File: config.mk
export PLATFORM = sky130hd
export DESIGN_NAME = _ureg_rs
export DESIGN_NICKNAME = d
export VERILOG_FILES = /design/src/rtl/_ureg_rs_pkg.sv /design/src/rtl/_dff.sv /design/src/rtl/_ureg_next.sv /design/src/rtl/_ureg_rs.sv
export SDC_FILE = /design/constraint.sdc
export NUM_CORES = 1
export LEC_CHECK = 0
export ABC_AREA = 0
export BUFFER_PORTS_ARGS = -buffer_cell sky130_fd_sc_hd__buf_2
export CAP_MARGIN = 30
export CORE_UTILIZATION = 59
export DETAILED_ROUTE_END_ITERATION = 8
export GPL_TIMING_DRIVEN = 0
export PLACE_DENSITY = 0.95
export SYNTH_ARGS = -nofsm -noshare
export SYNTH_HDL_FRONTEND = slang
export SYNTH_HIERARCHICAL = 1
export SYNTH_SLANG_ARGS = --single-unit
export TNS_END_PERCENT = 5
File: constraint.sdc
create_clock -name clk -period 3.65 [get_ports clk]
set_clock_uncertainty 0.05 [all_clocks]
set_input_delay 0 -clock clk [delete_from_list [all_inputs] [get_ports clk]]
set_output_delay 0 -clock clk [all_outputs]
set_load 0.1 [all_outputs]
File: src/rtl/_ureg_rs_pkg.sv
// Shared constants for the universal register: mode encodings and mode width.
package _ureg_rs_pkg;

    localparam int MODE_W = 3;

    localparam logic [MODE_W-1:0] MODE_HOLD = 3'd0;
    localparam logic [MODE_W-1:0] MODE_LOAD = 3'd1;
    localparam logic [MODE_W-1:0] MODE_SHL  = 3'd2;
    localparam logic [MODE_W-1:0] MODE_SHR  = 3'd3;
    localparam logic [MODE_W-1:0] MODE_ROL  = 3'd4;
    localparam logic [MODE_W-1:0] MODE_ROR  = 3'd5;
    localparam logic [MODE_W-1:0] MODE_INC  = 3'd6;
    localparam logic [MODE_W-1:0] MODE_DEC  = 3'd7;

endpackage

File: src/rtl/_dff.sv
// Plain WIDTH-bit D register with synchronous active-high reset to RST_VAL.
module _dff #(
    parameter int               WIDTH   = 1,
    parameter logic [WIDTH-1:0] RST_VAL = '0
) (
    input  logic             clk,
    input  logic             reset,
    input  logic [WIDTH-1:0] d,
    output logic [WIDTH-1:0] q
);

    always_ff @(posedge clk) begin
        if (reset)
            q <= RST_VAL;
        else
            q <= d;
    end

endmodule

File: src/rtl/_ureg_next.sv
// Combinational next-state selection for the universal register, one entry per mode.
module _ureg_next
    import _ureg_rs_pkg::*;
#(
    parameter int WIDTH = 8
) (
    input  logic [WIDTH-1:0]  q,
    input  logic [WIDTH-1:0]  d,
    input  logic              si,
    input  logic              so_cur,
    input  logic [MODE_W-1:0] mode,
    output logic [WIDTH-1:0]  q_nxt,
    output logic              so_nxt,
    output logic              co_nxt
);

    always_comb begin
        q_nxt  = q;
        so_nxt = so_cur;
        co_nxt = 1'b0;
        case (mode)
            MODE_HOLD: q_nxt = q;
            MODE_LOAD: q_nxt = d;
            MODE_SHL: begin
                q_nxt  = {q[WIDTH-2:0], si};
                so_nxt = q[WIDTH-1];
            end
            MODE_SHR: begin
                q_nxt  = {si, q[WIDTH-1:1]};
                so_nxt = q[0];
            end
            MODE_ROL: begin
                q_nxt  = {q[WIDTH-2:0], q[WIDTH-1]};
                so_nxt = q[WIDTH-1];
            end
            MODE_ROR: begin
                q_nxt  = {q[0], q[WIDTH-1:1]};
                so_nxt = q[0];
            end
            MODE_INC: begin
                q_nxt  = q + 1'b1;
                co_nxt = &q;
            end
            MODE_DEC: begin
                q_nxt  = q - 1'b1;
                co_nxt = ~|q;
            end
            default: q_nxt = q;
        endcase
    end

endmodule

File: src/rtl/_ureg_rs.sv
// Universal WIDTH-bit register: reset > set > clr > hold > mode operation.
// Optional zero flag output zf is built when UREG_ZERO_FLAG_EN is defined.
module _ureg_rs
    import _ureg_rs_pkg::*;
#(
    parameter int               WIDTH     = 8,
    parameter logic [WIDTH-1:0] RESET_VAL = '0,
    parameter logic [WIDTH-1:0] SET_VAL   = '1
) (
    input  logic              clk,
    input  logic              reset,
    input  logic              set,
    input  logic              clr,
    input  logic              en,
    input  logic [MODE_W-1:0] mode,
    input  logic [WIDTH-1:0]  d,
    input  logic              si,
    output logic [WIDTH-1:0]  q,
`ifdef UREG_ZERO_FLAG_EN
    output logic              zf,
`endif
    output logic              so,
    output logic              co
);

    logic [WIDTH-1:0] op_q;
    logic             op_so;
    logic             op_co;
    logic [WIDTH-1:0] q_d;
    logic             so_d;
    logic             co_d;

    _ureg_next #(.WIDTH(WIDTH)) u_next (
        .q      (q),
        .d      (d),
        .si     (si),
        .so_cur (so),
        .mode   (mode),
        .q_nxt  (op_q),
        .so_nxt (op_so),
        .co_nxt (op_co)
    );

    // reset is applied inside the registers; everything below it is priority muxing
    always_comb begin
        q_d  = op_q;
        so_d = op_so;
        co_d = op_co;
        if (set) begin
            q_d  = SET_VAL;
            so_d = 1'b0;
            co_d = 1'b0;
        end else if (clr) begin
            q_d  = '0;
            so_d = 1'b0;
            co_d = 1'b0;
        end else if (!en) begin
            q_d  = q;
            so_d = so;
            co_d = co;
        end
    end

    _dff #(.WIDTH(WIDTH), .RST_VAL(RESET_VAL)) u_q_reg (
        .clk   (clk),
        .reset (reset),
        .d     (q_d),
        .q     (q)
    );

    _dff #(.WIDTH(2), .RST_VAL(2'b00)) u_flag_reg (
        .clk   (clk),
        .reset (reset),
        .d     ({so_d, co_d}),
        .q     ({so, co})
    );

`ifdef UREG_ZERO_FLAG_EN
    _dff #(.WIDTH(1), .RST_VAL(RESET_VAL == '0)) u_zf_reg (
        .clk   (clk),
        .reset (reset),
        .d     (q_d == '0),
        .q     (zf)
    );
`endif

endmodule

==> run_results.csv <==
group,metric,value,unit
global_route,grtUsageTotal,0.2947,
final_layout,drive_gt1_frac,0.2296,
routing,drtIter0Drc,62,
sta,period_share,0.6117,
sta,fmax,447.9,MHz
die,die_h,49.19,um
placed_design,hpwl,2.526,mm
global_route,grt_pass1_wl,5.609,mm
min_path,worstHoldPathType,"in -> reg",
sta,timing.hold.ws,0.1665,ns
worst_setup_path,crit_chain,"ha_1 > or4_1 > o221ai_1 > a21boi_2 > o31ai_1 > a211oi_2 > mux2i_1 > o21bai_1 > nor2b_1",
yosys,ys_warn_count,6,
global_route,grt_max_degree,11,
clock_network,cts.path.max_buffers,2,
clock_network,numClockSinks,10,
yosys,synth_top_cell_area_share,0.1524,
die,die_x,49.19,um
clock_network,ctsRootBufferMaster,"clkbuf_4",
routing,antenna_left,0,
clock_network,cts_setup_buffers,0,
global_route,grt_overflow_total,0,
worst_setup_path,worstRegToRegCells,9,
yosys,synth.most_common_cell,"nor2b_1",
routing,drc,0,
worst_setup_path,cp_slowest_cell,"dfxtp_1",
yosys,ys_async_sr_fraction,0,
final_layout,antenna_cells,0,
sta,slew_headroom,0.6770,
worst_setup_path,start_kind,"register",
yosys,yosysTopAreaCell,"dfxtp_1",
routing,wl_per_cell,14.91,um
die,ios,27,
yosys,ys.flop_type,"dfxtp_1",
worst_setup_path,r2r_end,"u_q_reg/q[7]",
worst_setup_path,reg2reg_from,"u_q_reg/q[6]",
die,fp.coreArea,0.002022,mm2
sta,final_max_slew_viol_count,0,
global_route,antenna_found_initial,0,
yosys,synth_commonest_cells,"nor2b_1 (18), mux2i_1 (13), a21oi_1 (10), dfxtp_1 (10), o21bai_1 (10)",
clock_network,clk_pin_slew_worst_paths,0.07,ns
die,row_count,16,
sta,finalHoldViolCount,0,
die,start_util,0.6498,
worst_setup_path,worst-setup-path-type,"reg -> reg",
yosys,synth_area_per_cell,7.728,um2
final_layout,fin_nets,216,
worst_setup_path,crit_buf_inv,0,
clock_network,numCtsBuffers,3,
global_route,grt_pass1_vias,1244,
worst_setup_path,required,3.81,ns
routing,num_vias,1372,
routing,drt-vias-per-instance,6.152,
yosys,syn_nets,189,
final_layout,syn_to_final_growth,14.10,%
clock_network,cts_tree,"yes",
yosys,synth_area_leaders,"dfxtp_1 (15%), mux2i_1 (9.9%), nor2b_1 (8.6%)",
power,ir_worst_vdd,0.0002722,V
power,power_density,295.7,mW/mm2
yosys,ys_ff_latch,10,
min_path,worstHoldPathCells,4,
sta,min_period,2.233,ns
placed_design,place.gp.congestion,0.9115,
run_status,status,"finished clean",
placed_design,portBuffers,21,
worst_setup_path,path_delay_family,"compound AO/OA/AOI/OAI gates",
worst_setup_path,reg2reg_setup_slack,1.42,ns
clock_network,insertion_delay,0.27,ns
yosys,syn-instance-count,170,
worst_setup_path,max_stage_delay,0.40,ns
worst_setup_path,critical_path_depth,9,
sta,setup_viol,0,
routing,drt_first_pass_iters,4,
worst_setup_path,cp.arrival,2.39,ns
min_path,hold_start,"en",
clock_network,htree_levels,1,
sta,rsz0062_at_grt,"no",
power,p_leak,0.6237,nW
die,die_area,0.002420,mm2
job,maxCapViolations,0,
min_path,hold_end,"u_q_reg/q[6]",
routing,wl,3.325,mm
yosys,synth_edf_count,0,
yosys,synthesis.area,0.001314,mm2
worst_setup_path,crit_fanout,8,
yosys,synth_cell_type_count,49,
worst_setup_path,cp-end-kind,"register",
sta,worst_pin_slew,0.4879,ns
sta,tns,0,ns
yosys,synth_seq_area_share,0.1524,
==> stage by stage <==
stage	total power (W)	cell area [um2]	cells	setup slack, ns	util
6_report	0.0004432	1499	223	1.417	0.7413
5_1_grt	0.0004656	1499	223	1.322	0.7413
4_1_cts	0.0004432	1499	223	1.399	0.7413
3_5_place_dp	0.0003415	1453	218	1.425	0.7184
3_3_place_gp	0.0003349	1453	218	1.495	0.7184
2_1_floorplan	0.0003003	1314	170	1.038	-
==> cell type report <==
type,instances,area [um2]
flip-flops and latches,10,200.2
inverters,6,22.52
repair buffers,22,115.1
clock buffers,4,36.28
fillers,168,523.0
multi-input cells,137,960.9
plain buffers,17,130.1
well taps,27,33.78
==> logic make-up (layout without fill, tap and decap cells) <==
group           count (synthesis)  after routing  synth area share
compound gates                 58             58            0.3114
simple gates                   57             57            0.2552
buf+inv                        23             49            0.1162
mux                            13             13           0.09904
flops                          10             10            0.1524
xor+xnor                        7              7           0.04667
fa+ha+maj                       2              2           0.01904
==> worst max-delay path by stage <==
stage | startpoint | end | slack [ns]
finish | u_q_reg/q[6] | u_q_reg/q[7] | 1.42
global route | u_q_reg/q[6] | u_q_reg/q[7] | 1.32
CTS | u_q_reg/q[6] | u_q_reg/q[7] | 1.40
detailed placement | u_q_reg/q[6] | u_q_reg/q[7] | 1.43
global placement | u_q_reg/q[6] | u_q_reg/q[7] | 1.50
floorplan | u_q_reg/q[1] | u_q_reg/q[6] | 1.04
==> tightest hold or removal path, cell delays in order <==
cell,delay [ns]
buf_6,0.14
mux2i_1,0.10
o21bai_1,0.11
nor2b_1,0.11
==> timing repair <==
action,4_1_cts,5_1_grt
hold buffers,1,0
endpoints found under the hold margin,10,0
resized for setup,0,0
==> registers in the layout, summed over array words and instances (netlist names) <==
signal        flops
u_q_reg/q         8
u_flag_reg/q      2
==> cells in the final DEF, fill, tap and decap left out, drive strengths merged, types with 2 or more instances in the layout <==
master	instances
nor3	3
nand2b	4
o31a	2
inv	6
o31ai	3
ha	2
mux2i	13
a211oi	8
a31oi	5
a21oi	10
o21ai	8
and4	2
buf	32
nand2	5
o21bai	10
clkbuf	10
nor4	2
nor2b	18
nor2	9
nand3	5
or4	2
dfxtp	10
nor4b	3
o22ai	3
xnor2	6
==> power by group <==
group          switching (W)  internal, W
logic               0.000137    0.0000798
registers          0.0000106     0.000116
clock network      0.0000394    0.0000607
==> per-layer routing <==
layer / track usage / up-vias / share of wire
met2: 0.5000 / 64 / 0.48
met5: 0 / - / 0
li1: - / 684 / -
met3: 0.009346 / 6 / 0.065
met4: 0.1176 / 0 / 0.011
met1: 0.3894 / 618 / 0.44
Note: power is estimated with default switching activity, not from simulation.
